<file path="config.mk">
export PLATFORM = sky130hd
export DESIGN_NAME = mc_controller
export DESIGN_NICKNAME = d
export VERILOG_FILES = /design/src/rtl/mc_controller.sv
export SDC_FILE = /design/constraint.sdc
export NUM_CORES = 1
export LEC_CHECK = 0
export BUFFER_PORTS_ARGS = -buffer_cell sky130_fd_sc_hd__buf_2
export CAP_MARGIN = 20
export CORE_MARGIN = 2
export CORE_UTILIZATION = 37
export CTS_CLUSTER_DIAMETER = 120
export DETAILED_ROUTE_END_ITERATION = 16
export GPL_TIMING_DRIVEN = 0
export PLACE_DENSITY = 0.71
export SKIP_LAST_GASP = 1
export SLEW_MARGIN = 20
export SYNTH_ARGS = -nofsm -noshare
export SYNTH_HDL_FRONTEND = slang
export SYNTH_SLANG_ARGS = --single-unit
export TNS_END_PERCENT = 30
</file>
<file path="constraint.sdc">
create_clock -name clk -period 2.3 [get_ports clk]
set_input_delay 0.46 -clock clk [delete_from_list [all_inputs] [get_ports clk]]
set_output_delay 0.46 -clock clk [all_outputs]
set_load 0.05 [all_outputs]
</file>
<file path="src/rtl/mc_controller.sv">
// Multicycle RV32I control unit: Moore FSM sequencing one instruction at a time,
// with branch resolution from the live ALU flags in the BRANCH state.
module mc_controller (
  input  logic       clk,
  input  logic       reset,
  input  logic [6:0] op,
  input  logic [2:0] funct3,
  input  logic       funct7b5,
  input  logic       Zero,
  input  logic       overflow,
  input  logic       carry,
  input  logic       negative,
  output logic       PCWrite,
  output logic       AdrSrc,
  output logic       MemWrite,
  output logic       IRWrite,
  output logic       RegWrite,
  output logic [1:0] ResultSrc,
  output logic [1:0] ALUSrcA,
  output logic [1:0] ALUSrcB,
  output logic [1:0] ImmSrc,
  output logic [3:0] ALUControl,
  output logic [3:0] state,
  output logic       instr_done,
  output logic       illegal
);

  localparam logic [3:0] S_FETCH    = 4'd0;
  localparam logic [3:0] S_DECODE   = 4'd1;
  localparam logic [3:0] S_MEMADR   = 4'd2;
  localparam logic [3:0] S_MEMREAD  = 4'd3;
  localparam logic [3:0] S_MEMWB    = 4'd4;
  localparam logic [3:0] S_MEMWRITE = 4'd5;
  localparam logic [3:0] S_EXECUTER = 4'd6;
  localparam logic [3:0] S_EXECUTEI = 4'd7;
  localparam logic [3:0] S_ALUWB    = 4'd8;
  localparam logic [3:0] S_BRANCH   = 4'd9;
  localparam logic [3:0] S_JAL      = 4'd10;
  localparam logic [3:0] S_JALR     = 4'd11;
  localparam logic [3:0] S_JALRWB   = 4'd12;

  localparam logic [6:0] OP_LOAD   = 7'b0000011;
  localparam logic [6:0] OP_STORE  = 7'b0100011;
  localparam logic [6:0] OP_RTYPE  = 7'b0110011;
  localparam logic [6:0] OP_ITYPE  = 7'b0010011;
  localparam logic [6:0] OP_BRANCH = 7'b1100011;
  localparam logic [6:0] OP_JAL    = 7'b1101111;
  localparam logic [6:0] OP_JALR   = 7'b1100111;

  localparam logic [3:0] ALU_ADD  = 4'b0000;
  localparam logic [3:0] ALU_SUB  = 4'b0001;
  localparam logic [3:0] ALU_AND  = 4'b0010;
  localparam logic [3:0] ALU_OR   = 4'b0011;
  localparam logic [3:0] ALU_XOR  = 4'b0100;
  localparam logic [3:0] ALU_SLT  = 4'b0101;
  localparam logic [3:0] ALU_SLL  = 4'b0110;
  localparam logic [3:0] ALU_SRL  = 4'b0111;
  localparam logic [3:0] ALU_SLTU = 4'b1000;
  localparam logic [3:0] ALU_SRA  = 4'b1001;

  localparam logic [1:0] IMM_I = 2'b00;
  localparam logic [1:0] IMM_S = 2'b01;
  localparam logic [1:0] IMM_B = 2'b10;
  localparam logic [1:0] IMM_J = 2'b11;

  logic [3:0] state_r;
  logic [3:0] next_state_s;

  // Sub is only legal on the register form; addi with IR[30] set is still add.
  function automatic logic [3:0] alu_decode(input logic op5, input logic [2:0] f3,
                                            input logic f7b5);
    logic [3:0] ctl;
    case (f3)
      3'b000:  ctl = (op5 & f7b5) ? ALU_SUB : ALU_ADD;
      3'b001:  ctl = ALU_SLL;
      3'b010:  ctl = ALU_SLT;
      3'b011:  ctl = ALU_SLTU;
      3'b100:  ctl = ALU_XOR;
      3'b101:  ctl = f7b5 ? ALU_SRA : ALU_SRL;
      3'b110:  ctl = ALU_OR;
      3'b111:  ctl = ALU_AND;
      default: ctl = ALU_ADD;
    endcase
    return ctl;
  endfunction

  // Flags come from rs1 - rs2; carry set means no borrow (rs1 >= rs2 unsigned).
  function automatic logic branch_taken(input logic [2:0] f3, input logic z,
                                        input logic n, input logic v, input logic c);
    logic tk;
    case (f3)
      3'b000:  tk = z;
      3'b001:  tk = ~z;
      3'b100:  tk = n ^ v;
      3'b101:  tk = ~(n ^ v);
      3'b110:  tk = ~c;
      3'b111:  tk = c;
      default: tk = 1'b0;
    endcase
    return tk;
  endfunction

  // State register
  always_ff @(posedge clk or posedge reset) begin
    if (reset) begin
      state_r <= S_FETCH;
    end else begin
      state_r <= next_state_s;
    end
  end

  // Next-state logic
  always_comb begin
    next_state_s = S_FETCH;
    case (state_r)
      S_FETCH:    next_state_s = S_DECODE;
      S_DECODE: begin
        case (op)
          OP_LOAD, OP_STORE: next_state_s = S_MEMADR;
          OP_RTYPE:          next_state_s = S_EXECUTER;
          OP_ITYPE:          next_state_s = S_EXECUTEI;
          OP_BRANCH:         next_state_s = S_BRANCH;
          OP_JAL:            next_state_s = S_JAL;
          OP_JALR:           next_state_s = S_JALR;
          default:           next_state_s = S_FETCH;
        endcase
      end
      S_MEMADR: begin
        if (op[5]) begin
          next_state_s = S_MEMWRITE;
        end else begin
          next_state_s = S_MEMREAD;
        end
      end
      S_MEMREAD:  next_state_s = S_MEMWB;
      S_MEMWB:    next_state_s = S_FETCH;
      S_MEMWRITE: next_state_s = S_FETCH;
      S_EXECUTER: next_state_s = S_ALUWB;
      S_EXECUTEI: next_state_s = S_ALUWB;
      S_ALUWB:    next_state_s = S_FETCH;
      S_BRANCH:   next_state_s = S_FETCH;
      S_JAL:      next_state_s = S_ALUWB;
      S_JALR:     next_state_s = S_JALRWB;
      S_JALRWB:   next_state_s = S_FETCH;
      default:    next_state_s = S_FETCH;
    endcase
  end

  // Output decode from current state (and flags in BRANCH)
  always_comb begin
    PCWrite    = 1'b0;
    AdrSrc     = 1'b0;
    MemWrite   = 1'b0;
    IRWrite    = 1'b0;
    RegWrite   = 1'b0;
    ResultSrc  = 2'b00;
    ALUSrcA    = 2'b00;
    ALUSrcB    = 2'b00;
    ImmSrc     = 2'b00;
    ALUControl = ALU_ADD;
    instr_done = 1'b0;
    illegal    = 1'b0;
    case (state_r)
      S_FETCH: begin
        IRWrite   = 1'b1;
        ALUSrcB   = 2'b10;
        ResultSrc = 2'b10;
        PCWrite   = 1'b1;
      end
      S_DECODE: begin
        ALUSrcA = 2'b01;
        ALUSrcB = 2'b01;
        ImmSrc  = (op == OP_JAL) ? IMM_J : IMM_B;
        case (op)
          OP_LOAD, OP_STORE, OP_RTYPE, OP_ITYPE,
          OP_BRANCH, OP_JAL, OP_JALR: begin
            illegal    = 1'b0;
            instr_done = 1'b0;
          end
          default: begin
            illegal    = 1'b1;
            instr_done = 1'b1;
          end
        endcase
      end
      S_MEMADR: begin
        ALUSrcA = 2'b10;
        ALUSrcB = 2'b01;
        ImmSrc  = op[5] ? IMM_S : IMM_I;
      end
      S_MEMREAD: begin
        AdrSrc = 1'b1;
      end
      S_MEMWB: begin
        ResultSrc  = 2'b01;
        RegWrite   = 1'b1;
        instr_done = 1'b1;
      end
      S_MEMWRITE: begin
        AdrSrc     = 1'b1;
        MemWrite   = 1'b1;
        instr_done = 1'b1;
      end
      S_EXECUTER: begin
        ALUSrcA    = 2'b10;
        ALUControl = alu_decode(op[5], funct3, funct7b5);
      end
      S_EXECUTEI: begin
        ALUSrcA    = 2'b10;
        ALUSrcB    = 2'b01;
        ImmSrc     = IMM_I;
        ALUControl = alu_decode(op[5], funct3, funct7b5);
      end
      S_ALUWB: begin
        RegWrite   = 1'b1;
        instr_done = 1'b1;
      end
      S_BRANCH: begin
        ALUSrcA    = 2'b10;
        ALUControl = ALU_SUB;
        instr_done = 1'b1;
        PCWrite    = branch_taken(funct3, Zero, negative, overflow, carry);
      end
      S_JAL: begin
        ALUSrcA = 2'b01;
        ALUSrcB = 2'b10;
        PCWrite = 1'b1;
      end
      S_JALR: begin
        ALUSrcA   = 2'b10;
        ALUSrcB   = 2'b01;
        ImmSrc    = IMM_I;
        ResultSrc = 2'b10;
        PCWrite   = 1'b1;
      end
      S_JALRWB: begin
        ALUSrcA    = 2'b01;
        ALUSrcB    = 2'b10;
        ResultSrc  = 2'b10;
        RegWrite   = 1'b1;
        instr_done = 1'b1;
      end
      default: begin
        PCWrite = 1'b0;
      end
    endcase
  end

  assign state = state_r;

endmodule

</file>
==> results.md <==
- Outcome: finished clean
- DIE AREA: 0.00211 sq mm
- Crit path kind: register to output port
- DIE WIDTH: 46.0 um
- CP arrival: 1.73 ns
- Ys Warns: 0
- Drt pass-1 iters: 4
- Vias: 789
- LEAKAGE: 0.000462 uW
- Power Density: 1180 mW/mm^2
- # rows: 15
- Final setup violation count: 0
- Crit path max fanout: 9
- Htree depth: 1
- Synth unique cells: 36
- Inserted Clock Buffers: 3
- # IOs: 40
- Hold Vio Cnt, Final: 0
- Finished Core Util: 54.8%
- Port Buf Inserts: 37
- Min-delay worst type: input port to async pin
- First-pass GRT wire length: 2.55 mm
- # Post-CTS Setup Buffers: 0
- GRT Overall Usage: 16.2%
- Total power: 1090 uW
- Clock-pin slew on the worst setup and hold paths: 0.04 ns
- Hpwl dp: 1.42 mm
- Layout cells sized above 1: 43.3%
- Routability cong.: 0.873
- Max reg flops: 4
- Nets: 152
- Commonest register cell after synthesis: dfrtp_1
- Slew HR: 75.7%
- Clock Latency Late Sink: 0.24 ns
- Initial antenna violation count: 0
- DRC: 0
- Gate Count Post-Synth: 93
- Syn_nets: 110
- Design area: 926 sq um
- Vias in the first global route: 610
- Initial Util: 38.6%
- Max Clk Rate: 456 MHz
- Clock sink count: 4
- Syn avg cell area: 7.01 sq um
- Post_cts resized: 0
- Post-DP Area: 900 sq um
- Max-Cap Viols: 0
- Worst path required time: 1.84 ns
- Worst Setup End Kind: output port
- Final Max Slew Viols: 0
- VDD IR max: 584 uV
- N_diodes: 0
- Most frequent cells in the layout: 40 x buf_2, 10 x nor2_1, 9 x a21oi_1
- Largest net degree at the start of global routing: 11
- GRT Residual Overflow: 0
- RSZ-0062 raised after global routing: no
- DR vias/cell: 5.23
- Largest cells by area after synthesis: dfrtp_1 15%, a21oi_1 6.9%, nor2_1 5.8%
- # fillers: 172
- Post-synth ARST share: 100%
- Post-synth EDFFs: 0
- Sequential share of the synthesized area: 15.4%
- DRT iter0 DRCs: 21
- ANT nets after route: 0
- Die Y: 46.0 um
- Synth area leader: dfrtp_1
- Layout area overhead: 42.0%
- Core Area: 0.00169 sq mm
- Root buffer cell: clkbuf_4
- WHS: 0.0932 ns
- WL/cell: 11.5 um
- Flops & latches, synth: 4
- CTS tree: done
- Commonest non-fill, non-tap cell in the layout: buf_2
- Startpoint class of the critical path: register
- Synthesized area: 652 sq um
- WL final: 1.74 mm
- Setup Skew: 0.000641 ns
- Worst slew pin tran: 0.363 ns
- Clk buf depth: 2
- Clock period minus worst slack: 2.19 ns
- Synth top area share: 15.4%
- Final worst path period share: 95.4%
- # hold bufs at CTS: 0
## layout make-up
class                   instances  area, sq um  area share (%)
plain buffers                   7         45.0            4.86
clock buffers                   4         26.3            2.84
inverters                       4         15.0            1.62
multi-input cells              78          532            57.4
flip-flops and latches          4          101            10.9
well taps                      17         21.3            2.30
repair buffers                 37          185            20.0
## metrics by stage
stage	worst slack, ns	std cells	setup TNS (ns)
2_1_floorplan	-0.366	93	-1.83
3_3_place_gp	0.267	147	0
3_5_place_dp	0.274	147	0
4_1_cts	0.0970	151	0
5_1_grt	0.0244	151	0
6_report	0.106	151	0
## report_power, final
| part | switching [uW] | internal (uW) | total [uW] | leakage, uW |
|---|---|---|---|---|
| Combinational | 654 | 230 | 884 | 0.000396 |
| Sequential | 25.5 | 84.8 | 110 | 0.0000516 |
| Clock | 31.2 | 65.3 | 96.5 | 0.0000150 |
| Total | 711 | 380 | 1090 | 0.000462 |
## layer usage
metal	share of wire [%]	GRT usage, %
met1	46	22.2
met5	0	0
met2	50	26.7
met3	4.1	1.19
met4	0	5.14
## cell families after synthesis
group / synth area share (%)
flip-flops: 15.4
AO/OA/AOI/OAI: 23.6
AND/OR/NAND/NOR: 42.4
buffers and inverters: 9.21
XOR/XNOR: 9.41
## final timing paths
check / slack, ns / depth (start not counted) / start / endpoint
min in group clk: 0.52 / 3 / op[0] / state[0]$_DFF_PP0_
min reg2reg: 0.72 / 3 / state[3]$_DFF_PP0_ / state[3]$_DFF_PP0_
min: 0.09 / 2 / reset / state[1]$_DFF_PP0_
max: 0.11 / 7 / state[2]$_DFF_PP0_ / PCWrite
max reg2reg: 1.01 / 3 / state[0]$_DFF_PP0_ / state[2]$_DFF_PP0_
max in group asynchronous: 2.05 / 2 / reset / state[2]$_DFF_PP0_
## Yosys cell counts, types with 2 or more instances
library cell / n
a21oi_1: 9
buf_2: 3
buf_4: 2
dfrtp_1: 4
inv_1: 4
nand2_1: 7
nand2b_1: 4
nand3_1: 4
nand3b_1: 2
nor2_1: 10
nor2b_1: 5
nor3_1: 4
nor3_2: 2
o21ai_0: 4
o31ai_1: 3
xnor2_1: 4
xor2_1: 3
## critical path: stages (launching register included)
cell     delay [ns]
dfrtp_2        0.39
buf_6          0.14
or2_1          0.21
buf_2          0.17
nor3_4         0.17
a21oi_1        0.09
o21ai_4        0.06
buf_2          0.26
No activity file was read; power rests on OpenSTA's default activity.
